`src/rtl/load_align_unit_if.sv`:
```
// Load-align bundle: request (offset/size), memory beats and the aligned response.
interface load_align_unit_if #(
    parameter int XLEN = 32
) ();
    localparam int OFFW = $clog2(XLEN / 8);

    logic            req_valid;
    logic            req_ready;
    logic [OFFW-1:0] req_off;
    logic [2:0]      req_size;
    logic            mem_valid;
    logic [XLEN-1:0] mem_data;
    logic            rsp_valid;
    logic            rsp_ready;
    logic [XLEN-1:0] rsp_data;
    logic            rsp_err;

    modport master (
        output req_valid, req_off, req_size, mem_valid, mem_data, rsp_ready,
        input  req_ready, rsp_valid, rsp_data, rsp_err
    );

    modport slave (
        input  req_valid, req_off, req_size, mem_valid, mem_data, rsp_ready,
        output req_ready, rsp_valid, rsp_data, rsp_err
    );
endinterface

```
`src/rtl/load_align_unit.sv`:
```
// Aligns and sign/zero-extends loads, splitting word-spanning ones into two beats; result 1 cycle after the last beat.
// Backpressure: one load in flight, the response is held until rsp_ready and only then is a new request taken.
module load_align_unit #(
    parameter int XLEN        = 32,
    parameter bit MISALIGN_EN = 1'b1
) (
    input logic              clk,
    input logic              rst,
    load_align_unit_if.slave bus
);
    localparam int NB   = XLEN / 8;
    localparam int OFFW = $clog2(NB);

    localparam logic [1:0] IDLE  = 2'd0;
    localparam logic [1:0] BEAT0 = 2'd1;
    localparam logic [1:0] BEAT1 = 2'd2;
    localparam logic [1:0] RESP  = 2'd3;

    logic [1:0]      state;
    logic [OFFW-1:0] off_q;
    logic [2:0]      size_q;
    logic [XLEN-1:0] part_q;
    logic [XLEN-1:0] rsp_data_q;
    logic            rsp_err_q;

    function automatic logic [3:0] size_bytes(input logic [2:0] sz);
        case (sz)
            3'd0, 3'd1: size_bytes = 4'd1;
            3'd2, 3'd3: size_bytes = 4'd2;
            3'd4, 3'd5: size_bytes = 4'd4;
            default:    size_bytes = 4'd8;
        endcase
    endfunction

    function automatic logic is_illegal(input logic [2:0] sz);
        is_illegal = (XLEN == 32) ? (sz > 3'd4) : (sz == 3'd7);
    endfunction

    function automatic logic spans(input logic [OFFW-1:0] off, input logic [2:0] sz);
        spans = (5'(off) + 5'(size_bytes(sz))) > 5'(NB);
    endfunction

    // Mask keeps the field; its top bit drives sign replication for the signed codes.
    function automatic logic [XLEN-1:0] extend(input logic [XLEN-1:0] f, input logic [2:0] sz);
        logic [XLEN-1:0] mask;
        logic [XLEN-1:0] top;
        logic            sgn;
        int              w;
        w    = 8 * int'(size_bytes(sz));
        mask = (w >= XLEN) ? '1 : ((XLEN'(1) << w) - XLEN'(1));
        top  = mask & ~(mask >> 1);
        sgn  = ((sz == 3'd0) || (sz == 3'd2) || (sz == 3'd4)) && (|(f & top));
        extend = sgn ? (f | ~mask) : (f & mask);
    endfunction

    // Beat 0 supplies NB-off low bytes of the field; beat 1 fills in above them.
    logic [OFFW:0]   lo_cnt;
    logic [XLEN-1:0] beat0_field;
    logic [XLEN-1:0] beat1_field;

    assign lo_cnt      = (OFFW+1)'(NB) - {1'b0, off_q};
    assign beat0_field = bus.mem_data >> {off_q, 3'b000};
    assign beat1_field = part_q | (bus.mem_data << {lo_cnt, 3'b000});

    assign bus.req_ready = (state == IDLE);
    assign bus.rsp_valid = (state == RESP);
    assign bus.rsp_data  = rsp_data_q;
    assign bus.rsp_err   = rsp_err_q;

    always_ff @(posedge clk) begin
        if (rst) begin
            state      <= IDLE;
            off_q      <= '0;
            size_q     <= '0;
            part_q     <= '0;
            rsp_data_q <= '0;
            rsp_err_q  <= 1'b0;
        end else begin
            case (state)
                IDLE: begin
                    if (bus.req_valid) begin
                        off_q  <= bus.req_off;
                        size_q <= bus.req_size;
                        if (is_illegal(bus.req_size) ||
                            (!MISALIGN_EN && spans(bus.req_off, bus.req_size))) begin
                            rsp_data_q <= '0;
                            rsp_err_q  <= 1'b1;
                            state      <= RESP;
                        end else begin
                            state <= BEAT0;
                        end
                    end
                end
                BEAT0: begin
                    if (bus.mem_valid) begin
                        if (spans(off_q, size_q)) begin
                            part_q <= beat0_field;
                            state  <= BEAT1;
                        end else begin
                            rsp_data_q <= extend(beat0_field, size_q);
                            rsp_err_q  <= 1'b0;
                            state      <= RESP;
                        end
                    end
                end
                BEAT1: begin
                    if (bus.mem_valid) begin
                        rsp_data_q <= extend(beat1_field, size_q);
                        rsp_err_q  <= 1'b0;
                        state      <= RESP;
                    end
                end
                RESP: begin
                    if (bus.rsp_ready) begin
                        state <= IDLE;
                    end
                end
                default: state <= IDLE;
            endcase
        end
    end
endmodule
```
`src/flat_wrapper.sv`:
```
// flat-port wrapper written by rule: the top's interface ports become plain ports
module load_align_unit_flat 
#(
    parameter int XLEN        = 32,
    parameter bit MISALIGN_EN = 1'b1
)
  (clk, rst, bus_req_valid, bus_req_off, bus_req_size, bus_mem_valid, bus_mem_data, bus_rsp_ready, bus_req_ready, bus_rsp_valid, bus_rsp_data, bus_rsp_err);
  load_align_unit_if #(.XLEN(XLEN)) bus_i ();
  input logic clk;
  input logic rst;
  input wire logic [$bits(bus_i.req_valid)-1:0] bus_req_valid;
  input wire logic [$bits(bus_i.req_off)-1:0] bus_req_off;
  input wire logic [$bits(bus_i.req_size)-1:0] bus_req_size;
  input wire logic [$bits(bus_i.mem_valid)-1:0] bus_mem_valid;
  input wire logic [$bits(bus_i.mem_data)-1:0] bus_mem_data;
  input wire logic [$bits(bus_i.rsp_ready)-1:0] bus_rsp_ready;
  output wire logic [$bits(bus_i.req_ready)-1:0] bus_req_ready;
  output wire logic [$bits(bus_i.rsp_valid)-1:0] bus_rsp_valid;
  output wire logic [$bits(bus_i.rsp_data)-1:0] bus_rsp_data;
  output wire logic [$bits(bus_i.rsp_err)-1:0] bus_rsp_err;
  assign bus_i.req_valid = bus_req_valid;
  assign bus_i.req_off = bus_req_off;
  assign bus_i.req_size = bus_req_size;
  assign bus_i.mem_valid = bus_mem_valid;
  assign bus_i.mem_data = bus_mem_data;
  assign bus_i.rsp_ready = bus_rsp_ready;
  assign bus_req_ready = bus_i.req_ready;
  assign bus_rsp_valid = bus_i.rsp_valid;
  assign bus_rsp_data = bus_i.rsp_data;
  assign bus_rsp_err = bus_i.rsp_err;
  load_align_unit #(.XLEN(XLEN), .MISALIGN_EN(MISALIGN_EN)) u_core (.clk(clk), .rst(rst), .bus(bus_i));
endmodule
```
`config.mk`:
```
export PLATFORM = sky130hd
export DESIGN_NAME = load_align_unit_flat
export DESIGN_NICKNAME = d
export VERILOG_FILES = /design/src/rtl/load_align_unit_if.sv /design/src/rtl/load_align_unit.sv /design/src/flat_wrapper.sv
export SDC_FILE = /design/constraint.sdc
export NUM_CORES = 1
export LEC_CHECK = 0
export CAP_MARGIN = 20
export CORE_MARGIN = 2
export CORE_UTILIZATION = 31
export DETAILED_ROUTE_END_ITERATION = 7
export GPL_ROUTABILITY_DRIVEN = 0
export GPL_TIMING_DRIVEN = 0
export PLACE_DENSITY = 0.63
export SYNTH_ARGS = -nofsm -noshare
export SYNTH_HDL_FRONTEND = slang
export SYNTH_SLANG_ARGS = --single-unit
```
`constraint.sdc`:
```
create_clock -name clk -period 3.45 [get_ports clk]
set_input_delay 0.345 -clock clk [delete_from_list [all_inputs] [get_ports clk]]
set_output_delay 0.345 -clock clk [all_outputs]
set_load 0.01 [all_outputs]
```
Word level (Yosys, flattened, before mapping)
Index checks and enable logic that the tools add are counted.
Storage, ports and cells
  bits in registers: 72
  latch bits: 0
  bits in writable memories: 0
  memory bits (read-only): 0
  input port bits: 42
  output and inout port bits: 35
  word-level logic and storage cells: 94
  memories: 0
Cells by class
  add/sub/neg operators: 4
  multipliers: 0
  divide/modulo/power cells: 0
  order comparisons: 4
  equal/unequal tests: 14
  shift-type cells: 4
  multiplexer cells: 33
  bitwise logic cells: 13
  reduce and logical (&&, ||, !) cells: 16
Operators by type and width (number)
  32-bit two-way mux: 9
  32-bit bitwise AND: 6
  32-bit OR: 3
  32-bit case mux with 3 select lines: 1
  31-bit NOT with 32-bit output: 2
  32-bit NOT: 2
  32-bit OR reduction: 2
  1-bit by 7-bit left shift with 32-bit output (first input constant): 2
  32-bit by 1-bit subtractor with 32-bit output (second input constant): 2
  4-bit two-way mux: 9
  32-bit by 6-bit left shift with 32-bit output: 1
  32-bit by 5-bit >> shifter with 32-bit output: 1
  7-bit by 6-bit >= comparator with 1-bit output (second input constant): 2
  4-bit case mux with 3 select lines: 1
  2-bit two-way mux: 5
  2-bit inequality test (second input constant): 5
  2-bit case mux with 4 select lines: 1
  3-bit by 2-bit == test with 1-bit output (second input constant): 2
  3-bit == test (second input constant): 2
  1-bit two-way mux: 6
  6-bit AND reduction: 1
  2-bit OR reduction: 3
  2-bit by 4-bit adder with 5-bit output: 1
  5-bit by 3-bit > comparator with 1-bit output (second input constant): 1
  other kinds (15): 18

Depth between registers and ports, before layout
  depth in word-level cells: 24
  mapped depth: 13
  mapped depth without buffers: 9

Least setup slack after synthesis
OpenSTA, ideal clock, no wires.
  path kind: reg-to-reg
  start point: register u_core.off_q[1]
  end point: register u_core.rsp_data_q[25], in the netlist u_core.bus.rsp_data[25]
  setup time: 117 ps
  arrival time: 2791 ps
  data required time: 3333 ps
  path slack: 543 ps
  stages on the path, launching flop included: 11
  buffers on the path: 4
  period minus slack after synthesis: 2907 ps
  cells stage by stage: dfxtp_1 > buf_4 > buf_2 > clkbuf_1 > inv_1 > ha_1 > buf_2 > mux4_2 > a211oi_1 > o211ai_1 > a22o_1
On the way
  cells in the longest elaborated chain, start to end: 9
  elaborated cells between the ends (all ways): 24
  classes of those cells: add/sub: 2; order compare: 1; eq/ne: 1; shift: 2; mux: 6; bitwise: 7; reduce/logical: 5
RTL lines
  from (decl): RTL line load_align_unit.sv:20  | logic [OFFW-1:0] off_q;
  from (signal assigned): RTL line load_align_unit.sv:82  | off_q <= bus.req_off;
  3-bit by 2-bit subtractor with 3-bit output: RTL line load_align_unit.sv:61  | assign lo_cnt = (OFFW+1)'(NB) - {1'b0, off_q};
  32-bit by 6-bit left shift with 32-bit output: RTL line load_align_unit.sv:63  | assign beat1_field = part_q | (bus.mem_data << {lo_cnt, 3'b000});
  32-bit OR: RTL line load_align_unit.sv:63
  32-bit bitwise AND: RTL line load_align_unit.sv:52  | sgn = ((sz == 3'd0) || (sz == 3'd2) || (sz == 3'd4)) && (|(f & top));
  32-bit OR reduction: RTL line load_align_unit.sv:52
  1-bit logical AND: RTL line load_align_unit.sv:52
  32-bit two-way mux: RTL line load_align_unit.sv:53  | extend = sgn ? (f | ~mask) : (f & mask);
  32-bit two-way mux: RTL line load_align_unit.sv:107  | if (bus.mem_valid) begin
  32-bit case mux with 3 select lines: RTL line load_align_unit.sv:79  | case (state)
  to (signal assigned): RTL line load_align_unit.sv:100  | rsp_data_q <= extend(beat0_field, size_q);
  to (signal assigned): RTL line load_align_unit.sv:108  | rsp_data_q <= extend(beat1_field, size_q);
  to (decl): RTL line load_align_unit.sv:23  | logic [XLEN-1:0] rsp_data_q;
Several ways; a longest one is shown, not always the timed one. The select of a mux whose other input is x is not followed.
A chain may end at the register's enable or synchronous reset.

Worst setup path in the final report
  start point: register u_core.off_q[1]
  end point: register u_core.rsp_data_q[23], in the netlist u_core.bus.rsp_data[23]
Same word-level chain as after synthesis.

==> metrics.txt <==
peak fanout along the critical path 19; number of buffers added on ports 75; largest net degree at the start of global routing 20; Final Slew Violations 0; share of the yosys chip area belonging to registers 32.6%; overflow left after global routing 0; Routed Wire Length 15.0 mm; horizontal extent of the die 123 um; placed wire-length estimate after detailed placement 11.5 mm; most frequent standard cell in the layout excluding fill and tap cells nand2_1; crit path DAT 3.48 ns; share of post-route cells with drive strength above 1 10.5%; per-cell routed wire length 18.7 um; most instantiated flip-flop cell in the synthesis netlist dfxtp_1; Post-synth ARST share 0%; Hold Path Class reg2reg; clock buffer count from CTS 9; Initial Util 31.8%; die outline area 15200 um2; number of standard cells in the layout, taps in and fillers out 806; Leak Pwr 2.09 nW; number of nets in the layout 671; number of synthesized flops with an enable pin 0; number of cell rows 43; total of hold buffers inserted after clock tree synthesis 0; clock transition at the registers of the reported paths 0.06 ns; detailed-route vias per instance 5.66; synthesis-stage register bit count 72; Rel. slew slack 54.8%; minimum clock period 3.24 ns; number of instances in the synthesized netlist 536; Root Buffer Master clkbuf_16; Power Dens Cells 590 nW/um2; vias in the first global route 4448; post-route DRC violation count 0; clock tree from TritonCTS done; main area contributors after synthesis dfxtp_1 33%, mux2i_1 7.5%, nand2_1 7.1%; required time worst endpoint 3.69 ns; worst hold path startpoint u_core.part_q[26]; number of inserted filler cells in the final layout 1410; Max clock buf depth 2; area of placed instances 5390 um2; GRT Util Overall 20.1%; signed area change from the synthesized netlist to the final layout 29.4%; nets in the synthesized netlist 586; Pre-Repair DR Iteration Count 5; design area 5710 um2; Finish-stage setup viols 0; via total after detailed routing 4564; DRC marker count from the first detailed-route iteration 458; minimum setup slack among reg-to-reg paths 0.21 ns; antenna violations before repair 0; synthesized cell area 4420 um2; mean area per synthesized cell 8.24 um2; logic depth of the worst register-to-register path 11; number of top-level design ports 77; critical path capture point type flop; CTS Sinks 72; status finished, final reports clean; Worst setup startpoint u_core.off_q[1]; antenna-violating nets left 0; commonest non-fill, non-tap cells in the layout 83 x nand2_1, 75 x clkdlybuf4s50_1, 72 x dfxtp_1, 46 x a21oi_1, 36 x nor2_1; Synth warnings 0; first-pass GRT wire length 23.1 mm; worst vdd rail ir drop 0.343 mV; placed instance count 791; critical setup path kind reg2reg; endpoint of the lowest-slack register-to-register path u_core.bus.rsp_data[23]; count of H-tree levels built during CTS 3; nature of the critical path startpoint flop; die extent in y 123 um; setup clock skew after layout 0.00438 ns; fin util 41.2%; Antenna Diode Count 0; CORE AREA 13900 um2; post-CTS resize count 2; number of setup buffers added after CTS 0; share of the clock period used by the worst path after layout 94.0%; Netlist cell types 50; RSZ-0062 raised after global routing false; clock insertion delay at the later pin of the skew report 0.35 ns; fraction of synthesized cell area taken by the top area cell type 32.6%; start of the worst register-to-register path u_core.off_q[1]; Hold Violations, Final 0; transition time at the pin with the least slew margin 0.675 ns; max-cap viol count 0; maximum clock rate 0.309 GHz; worst setup path end u_core.bus.rsp_data[23]; cell taking the most area after synthesis dfxtp_1
==> report_power, final <==
group | internal (mW) | switching, mW
Combinational | 0.569 | 0.888
Sequential | 0.899 | 0.0445
Clock | 0.596 | 0.375
==> cell type report <==
cell class                      count  area [um2]  share of cell area (%)
Buffer                             46         256                    4.49
Clock buffer                       11         253                    4.42
Clock inverter                      5        55.1                   0.964
Inverter                           12        47.5                   0.832
Multi-Input combinational cell    405        2680                    47.0
Sequential cell                    72        1440                    25.2
Tap cell                          180         225                    3.94
Timing Repair Buffer               75         751                    13.1
==> state kept, by name (all words and copies together) (netlist names) <==
register / count
u_core.state: 2
u_core.off_q: 2
u_core.size_q: 3
u_core.bus.rsp_data: 32
u_core.bus.rsp_err: 1
u_core.part_q: 32
==> through the flow <==
step	power, mW	TNS [ns]	hold WS [ns]	setup slack [ns]
finish	3.37	0	0.454	0.209
CTS	3.36	0	0.454	0.0528
detailed placement	2.38	-4.48	0.446	-0.192
floorplan	1.91	0	0.432	0.543
global placement	2.36	-3.12	0.438	-0.156
global route	3.56	0	0.474	0.0201
==> synth_stat cells, drive strengths merged (3+ instances only) <==
cell type,instances
mux2,3
nand2b,11
o2bb2ai,8
inv,12
nand2,83
o21ai,18
a21oi,46
a2111oi,9
a21o,8
and2,4
o211ai,17
nand3,15
nor3,20
dfxtp,72
buf,29
mux4,7
a22o,31
nor2,37
clkbuf,18
mux2i,33
a211oi,9
ha,7
nor2b,4
a22oi,11
==> routing by layer <==
metal  up-vias  global-route usage, %  part of all wire, %
li1       2127                      -                    -
met4         0                   8.24                  3.3
met5         -                      0                    0
met3        45                   6.87                   10
met1      2154                   24.7                   41
met2       238                   32.1                   46
==> critical path, cell delays in order (launching register included) <==
cell and delay [ns]:
dfxtp_1 0.38, buf_4 0.23, buf_2 0.46, inv_1 0.18, ha_1 0.35, or2_1 0.10
buf_2 0.23, o211ai_1 0.17, a32oi_2 0.43, buf_6 0.21, o211ai_1 0.16, a22o_1 0.23
==> worst min-delay path by stage <==
stage / endpoint / slack [ns] / depth (start not counted)
6_report: u_core.part_q[26] / 0.45 / 2
3_3_place_gp: u_core.part_q[28] / 0.44 / 2
2_1_floorplan: u_core.part_q[24] / 0.43 / 2
4_1_cts: u_core.part_q[22] / 0.45 / 2
5_1_grt: u_core.part_q[28] / 0.47 / 2
3_5_place_dp: u_core.part_q[22] / 0.45 / 2
==> cells by family after synthesis <==
kind of cell | count (synthesis) | synth area share [%]
fa+ha+maj | 8 | 2.44
simple gates | 184 | 18.8
buf+inv | 59 | 6.91
flops | 72 | 32.6
mux | 43 | 11.9
compound gates | 168 | 26.9
xor+xnor | 2 | 0.397
Power figures use the tool's default switching activity.
